### config.mk
export PLATFORM = sky130hd
export DESIGN_NAME = lsu_dmem_ctrl
export DESIGN_NICKNAME = d
export VERILOG_FILES = /design/src/rtl/lsu_dmem_ctrl.sv
export SDC_FILE = /design/constraint.sdc
export NUM_CORES = 1
export LEC_CHECK = 0
export ABC_AREA = 1
export CAP_MARGIN = 20
export CORE_MARGIN = 10
export CORE_UTILIZATION = 41
export CTS_CLUSTER_DIAMETER = 50
export CTS_CLUSTER_SIZE = 12
export DETAILED_ROUTE_END_ITERATION = 10
export GPL_TIMING_DRIVEN = 1
export PLACE_DENSITY = 0.77
export SYNTH_ARGS = -nofsm -noshare
export SYNTH_HDL_FRONTEND = slang
export SYNTH_SLANG_ARGS = --single-unit
export TNS_END_PERCENT = 20
### constraint.sdc
create_clock -name clk -period 1.46 [get_ports clk]
set_input_delay 0.146 -clock clk [delete_from_list [all_inputs] [get_ports clk]]
set_output_delay 0.146 -clock clk [all_outputs]
set_load 0.01 [all_outputs]
### src/rtl/lsu_dmem_ctrl.sv
// lsu_dmem_ctrl: RV32I load/store controller with read-modify-write sub-word stores; define LSU_MISALIGN_TRAP_EN to trap misaligned accesses
module lsu_dmem_ctrl #(
    parameter int MEM_AW    = 10,
    parameter int MEM_DEPTH = 1001
) (
    input  logic              clk,
    input  logic              rst_n,
    input  logic              req,
    input  logic              we,
    input  logic [2:0]        funct3,
    input  logic [31:0]       addr,
    input  logic [31:0]       wdata,
    output logic              ready,
    output logic              done,
    output logic              err,
    output logic [31:0]       rdata,
    output logic [MEM_AW-1:0] mem_addr,
    output logic [31:0]       mem_write_data,
    output logic              mem_memwrite,
    output logic              mem_memread,
    input  logic [31:0]       mem_read_data
);
    typedef enum logic [1:0] {IDLE, RD, WR, DONE} state_t;
    state_t state_q, state_d;
    logic              we_q, we_d;
    logic [2:0]        f3_q, f3_d;
    logic [1:0]        off_q, off_d;
    logic [15:0]       wd_q, wd_d;
    logic              ready_q, ready_d, done_q, done_d, err_q, err_d;
    logic              rd_q, rd_d, wr_q, wr_d;
    logic [31:0]       rdata_q, rdata_d, wdat_q, wdat_d;
    logic [MEM_AW-1:0] maddr_q, maddr_d;
    logic              accept, illegal, range_bad, mis, bad;
    logic [7:0]        by;
    logic [15:0]       hw;
    logic [31:0]       ext, mask, lane, merged;
    assign accept    = state_q == IDLE && req;
    assign illegal   = we ? (funct3[2] || funct3[1:0] == 2'b11)
                          : (funct3[1:0] == 2'b11 || funct3 == 3'b110);
    assign range_bad = {2'b00, addr[31:2]} >= $unsigned(MEM_DEPTH);
`ifdef LSU_MISALIGN_TRAP_EN
    assign mis = (funct3[1:0] == 2'b01 && addr[0]) || (funct3[1:0] == 2'b10 && addr[1:0] != 2'b00);
`else
    assign mis = 1'b0;
`endif
    assign bad = illegal || range_bad || mis;
    always_ff @(posedge clk or negedge rst_n) begin
        if (!rst_n) begin
            state_q <= IDLE;
            we_q    <= 1'b0;
            f3_q    <= 3'b000;
            off_q   <= 2'b00;
            wd_q    <= 16'h0;
            ready_q <= 1'b1;
            done_q  <= 1'b0;
            err_q   <= 1'b0;
            rd_q    <= 1'b0;
            wr_q    <= 1'b0;
            rdata_q <= 32'h0;
            wdat_q  <= 32'h0;
            maddr_q <= '0;
        end else begin
            state_q <= state_d;
            we_q    <= we_d;
            f3_q    <= f3_d;
            off_q   <= off_d;
            wd_q    <= wd_d;
            ready_q <= ready_d;
            done_q  <= done_d;
            err_q   <= err_d;
            rd_q    <= rd_d;
            wr_q    <= wr_d;
            rdata_q <= rdata_d;
            wdat_q  <= wdat_d;
            maddr_q <= maddr_d;
        end
    end
    always_comb begin
        state_d = state_q == IDLE ? (!req ? IDLE : bad ? DONE : (we && funct3[1:0] == 2'b10) ? WR : RD)
                : state_q == RD   ? (we_q ? WR : DONE)
                : state_q == WR   ? DONE : IDLE;
    end
    // Outputs are computed from the next state so every port comes straight from a flop.
    always_comb begin
        by      = mem_read_data[{off_q, 3'b000} +: 8];
        hw      = mem_read_data[{off_q[1], 4'b0000} +: 16];
        ext     = f3_q[1] ? mem_read_data
                : f3_q[0] ? {{16{~f3_q[2] & hw[15]}}, hw} : {{24{~f3_q[2] & by[7]}}, by};
        mask    = f3_q[0] ? 32'h0000_FFFF << {off_q[1], 4'b0000} : 32'h0000_00FF << {off_q, 3'b000};
        lane    = f3_q[0] ? {2{wd_q}} : {4{wd_q[7:0]}};
        merged  = (mem_read_data & ~mask) | (lane & mask);
        we_d    = accept ? we : we_q;
        f3_d    = accept ? funct3 : f3_q;
        off_d   = accept ? addr[1:0] : off_q;
        wd_d    = accept ? wdata[15:0] : wd_q;
        maddr_d = accept ? addr[MEM_AW+1:2] : maddr_q;
        ready_d = state_d == IDLE;
        done_d  = state_d == DONE;
        err_d   = accept && bad;
        rd_d    = state_d == RD;
        wr_d    = state_d == WR;
        wdat_d  = (accept && we && funct3 == 3'b010) ? wdata : (state_q == RD && we_q) ? merged : wdat_q;
        rdata_d = (state_q == RD && !we_q) ? ext : rdata_q;
    end
    assign ready          = ready_q;
    assign done           = done_q;
    assign err            = err_q;
    assign rdata          = rdata_q;
    assign mem_addr       = maddr_q;
    assign mem_write_data = wdat_q;
    assign mem_memwrite   = wr_q;
    assign mem_memread    = rd_q;
endmodule

======== Word-level counts from Yosys, hierarchy flattened ========
Index checks and enable logic that the tools add are counted.
word-level totals
  register bits after elaboration ......... 103
  input bits .............................. 103
  output and inout bits ................... 79
  word-level logic and storage cells ...... 62
cells by class
  $lt $le $gt $ge ......................... 1
  eq/ne operators ......................... 9
  shifts and indexed selects .............. 4
  muxes and demuxes ....................... 14
  bitwise gates (word level) .............. 7
  reduce and logical (&&, ||, !) cells .... 14
operator list
  cell                     count
  $mux W32                 6
  $and A32 B32 Y32         2
  $not A32 Y32             1
  $or A32 B32 Y32          1
  $shiftx A32 B6 Y16       1
  $shiftx A32 B6 Y8        1
  $shl A16 B5 Y32 const A  1
  $shl A8 B5 Y32 const A   1
  $ge A30 B10 Y1 const B   1
  $mux W2                  6
  $eq A2 B2 Y1 const B     5
  $logic_and A1 B1 Y1      7
  $eq A2 B1 Y1 const B     2
  $logic_not A2 Y1         2
  $eq A3 B2 Y1 const B     1
  $eq A3 B3 Y1 const B     1
  $logic_or A1 B1 Y1       3
  $and A1 B1 Y1            2
  $mux W1                  2
  $reduce_bool A2 Y1       1
  $logic_not A1 Y1         1
  $not A1 Y1               1

======== Depth between registers and ports, before layout ========
  depth in word-level cells ............... 8
  depth in mapped cells ................... 10
  gate-level depth less buffers ........... 10

======== Worst setup path before layout ========
OpenSTA, ideal clock, no wires.
  kind .................................... flip-flop to flip-flop
  start point ............................. register state_q[0]
  end point ............................... register wdat_q[10] (netlist: mem_write_data[10])
  setup time .............................. 77 ps
  data arrival time ....................... 1,436 ps
  data required time ...................... 1,383 ps
  setup slack ............................. -53 ps
  stages on the path, launching flop included .. 8
  path buffers ............................ 1
  period minus slack after synthesis ...... 1,513 ps
  path through ............................ dfrtp_1 inv_1 ha_1 nand2_1 nor3_4 clkbuf_1 nand2_1 a21oi_1
between the ends
  cells in the longest elaborated chain, start to end .. 5
  elaborated cells between the ends (all ways) .. 8
  those cells by class .................... eq/ne: 1; mux: 1; reduce/logical: 6
RTL lines
  element                                                RTL line  text
  start: declaration                                     24        state_t state_q, state_d;
  start signal: assignment                               63        state_q <= state_d;
  $logic_not A2 Y1                                       37        assign accept = state_q == IDLE && req;
  $logic_and A1 B1 Y1                                    37
  $logic_and A1 B1 Y1 (2 in a row)                       102       wdat_d = (accept && we && funct3 == 3'b010) ? wdata : (state_q == RD && we_q) ? merged : wdat_q;
  $mux W32 / $reduce_bool A2 Y1 (equally long branches)  n/a
  end signal: assignment                                 74        wdat_q <= wdat_d;
  end: declaration                                       31        logic [31:0] rdata_q, rdata_d, wdat_q, wdat_d;
Parallel ways exist; a longest one is shown, timed or not.
A chain may end at the register's enable or synchronous reset.

======== Worst setup path after layout ========
  start point ............................. register state_q[1]
  end point ............................... register rdata_q[22] (netlist: rdata[22])
between the ends
  cells in the longest elaborated chain, start to end .. 2
RTL lines
  element                 RTL line  text
  $eq A2 B1 Y1            103       rdata_d = (state_q == RD && !we_q) ? ext : rdata_q;
  $logic_and A1 B1 Y1     103
  end signal: assignment  73        rdata_q <= rdata_d;
  end: declaration        31
Every way passes these cells.

==> run metrics <==
endpoints failing hold=0; die area=17800 um2; Synth top area share=around 48%; DR DRC count=0; Post-Synth Simple-Gate Area=about 25%; antenna violations before repair=0; Clock Skew=between 0.009 and 0.01 ns; PD cells=about 2100 nW/um2; slew margin rel.=between 70% and 80%; final instance area=~8500 um2; CTS tree=done; fin crit period=about 1.6 ns; leakage power=between 3 and 4 nW; most common cell in the synthesized netlist=nand2_1; crit path capture type=register; number of global-route vias before repair=5822; Post-synth EDFFs=0; Crit-path slowest cell=dfrtp_1; fraction of layout cells with a size suffix above 1=around 18%; first-pass GRT wire length=30900 um; crit start category=register; Yosys warnings=0; Worst Setup Slack, final=-0.106 ns; GPL Wtd Cong=approximately 0.92; PortBufs=181; Slew Viols, Final=0; total of max-cap violations=0; Area Overhead vs Synth=62.0%; gr busiest metal=met2; core footprint=approximately 13000 um2; synthesized cell area=around 5300 um2; First DRT Iteration DRCs=between 600 and 700; VDD IR max=1060 uV; die extent in x=approximately 130 um; CP arrival=between 1.5 and 2 ns; Hold Path Class=in -> async; synth cell count leaders=nand2_1 (222), dfrtp_1 (102), a21oi_1 (89); Final setup viols=between 50 and 60; Setup CP Type=reg -> reg; Tcrit/Tclk final=107%; GRT Overall Usage=a little over a fifth; DR pass1 iterations=5; CTS Root Cell=clkbuf_16; failing checks=negative setup slack; crit-path cells=inv_2, buf_4, ha_4, inv_4, nor2_4, inv_4, buf_12, a21oi_1, a21oi_1; final wirelength=about 20000 um; Post-DP HPWL=14600 um; M3 GR Usage=between 5 and 6%; I/O pins=approximately 180; register bit count reported by yosys=around 100; Post-DRT Antenna Nets=0; Worst Tran Pin Value=approximately 0.42 ns; met2 Resource Use GR=between 30% and 40%; cells after synthesis=717; Yosys cell types=26; Post-DP Area=7700 um2; Layout Nets=roughly 1100; Power, Total=about 0.018 W; Syn Nets=823; vias=between 5000 and 6000; clock slew at reported path FFs=roughly 0.07 ns; clock sink count=approximately 100; post-synthesis mux area share=0%; Synth Flop Type=dfrtp_1; Async SR Flop Fraction=100%; synthesized area per cell=roughly 7.3 um2; CP peak stage delay=0.40 ns; Remaining Overflow, GRT=0; met1 GRT Util=a little over a quarter; post-synthesis xor/xnor area fraction=0%; post-DR wirelength/cell=about 18 um; Chip Height=133 um; CP max FO=17; Synth area leaders=dfrtp_1 (48%), nand2_1 (16%), a21oi_1 (8.5%); Max clock buf depth=2; Clk Latency, worst-skew pair=0.36 ns; largest net degree at the start of global routing=37; Num CTS Buffers=9; minimum hold slack=between 0.2 and 0.3 ns; area leader, netlist=dfrtp_1; diode count=0; H-Tree Depth=3; post-DR vias/cell=a little over 5; unrepaired setup endpoints after global routing=yes; CP required=1.70 ns; area share of fa/ha/maj cells after synthesis=less than 1%; Row Count=around 40; compound-gate portion of the synthesized area=between 15 and 20%; status=finished, violations left; sequential share of the synthesized area=slightly below 50%; largest family of logic cells by synthesized area=simple AND/OR/NAND/NOR gates; fmax=between 600 and 700 MHz; number of fill cells in the layout=1038; initial core utilization=between 40% and 50%
[critical path, delay by kind of cell, from the launching register on]
| family | cells | cell delay, ns |
|---|---|---|
| compound gates | 2 | 0.23 |
| fa+ha+maj | 1 | 0.14 |
| buf+inv | 5 | 0.50 |
| flops | 1 | 0.40 |
| simple gates | 1 | 0.17 |
[state kept, by name (all words and copies together) (netlist names)]
register and count:
mem_write_data 32, rdata 32, wd_q 16, mem_addr 10, f3_q 3, off_q 2
state_q 2, done 1, err 1, mem_memread 1, mem_memwrite 1, ready 1
we_q 1
[metal layers]
metal,vias to the layer above,routed length (um)
met5,-,0
met3,56,1560
li1,2786,-
met4,0,714
met1,2741,8280
met2,270,9520
[what timing repair did]
item | 4_1_cts | 5_1_grt
gates resized for setup | 56 | 62
pin swaps | 6 | 9
setup buffers | 6 | 1
hold buffers | 1 | 0
hold endpoints to repair | 25 | 0
cloned | 5 | 1
setup endpoints to repair | 80 | 104
[where the power goes]
part | total [W] | internal (W) | switching [W] | leakage, nW
sequential | 0.00517 | 0.00429 | 0.000876 | 1.20
combinational | 0.0105 | 0.00493 | 0.00561 | 2.52
clock | 0.00264 | 0.00155 | 0.00109 | 0.156
total | 0.0183 | 0.0108 | 0.00757 | 3.87
[final cells by class]
cell class	count	area (um2)	share of cell area (%)
clock inverters	5	81.3	0.953
repair buffers	256	2580	30.3
flip-flops and latches	103	2580	30.2
clock buffers	11	243	2.84
well taps	172	215	2.52
multi-input cells	523	2610	30.6
inverters	56	221	2.59
[cell families after synthesis]
group / Yosys count
adder cells (fa/ha/maj): 3
buffers and inverters: 92
AND/OR/NAND/NOR: 336
AO/OA/AOI/OAI: 183
flip-flops: 103
[through the flow]
stage | std cells | setup slack [ns] | TNS, ns | util, %
floorplan | 717 | -0.0285 | -0.865 | -
global placement | 1098 | -0.211 | -9.09 | 61.0
detailed placement | 1098 | -0.260 | -11.07 | 61.0
CTS | 1125 | -0.0955 | -1.12 | 66.2
global route | 1126 | -0.195 | -8.87 | 67.6
finish | 1126 | -0.106 | -3.01 | 67.6
[cells in the final DEF (no fill, tap or decap), types with 9 or more instances in the layout]
cell / netlist / routed
nand2_1: 222 / 215
clkdlybuf4s50_1: 0 / 168
dfrtp_1: 102 / 101
nor2_1: 81 / 68
a21oi_1: 89 / 64
o21ai_0: 77 / 63
buf_4: 2 / 56
inv_1: 51 / 45
a21oi_2: 0 / 23
nand3_1: 22 / 21
o21ai_1: 0 / 12
dlymetal6s2s_1: 0 / 11
clkbuf_16: 0 / 10
buf_6: 1 / 9
[final timing paths]
kind                       cells after the start                        endpoint                    start  slack [ns]
max in group asynchronous                      3             f3_q[0]$_DFFE_PN0P_                    rst_n        0.62
min reg2reg                                    2         mem_addr[5]$_DFFE_PN0P_  mem_addr[5]$_DFFE_PN0P_        0.48
min                                            2  mem_write_data[26]$_DFFE_PN0P_                    rst_n        0.25
max                                            9           rdata[22]$_DFFE_PN0P_     state_q[1]$_DFF_PN0_       -0.11
min in group clk                               3  mem_write_data[31]$_DFFE_PN0P_                wdata[31]        0.34
max reg2reg                                    9           rdata[22]$_DFFE_PN0P_     state_q[1]$_DFF_PN0_       -0.11
(Power assumes the default switching activity.)
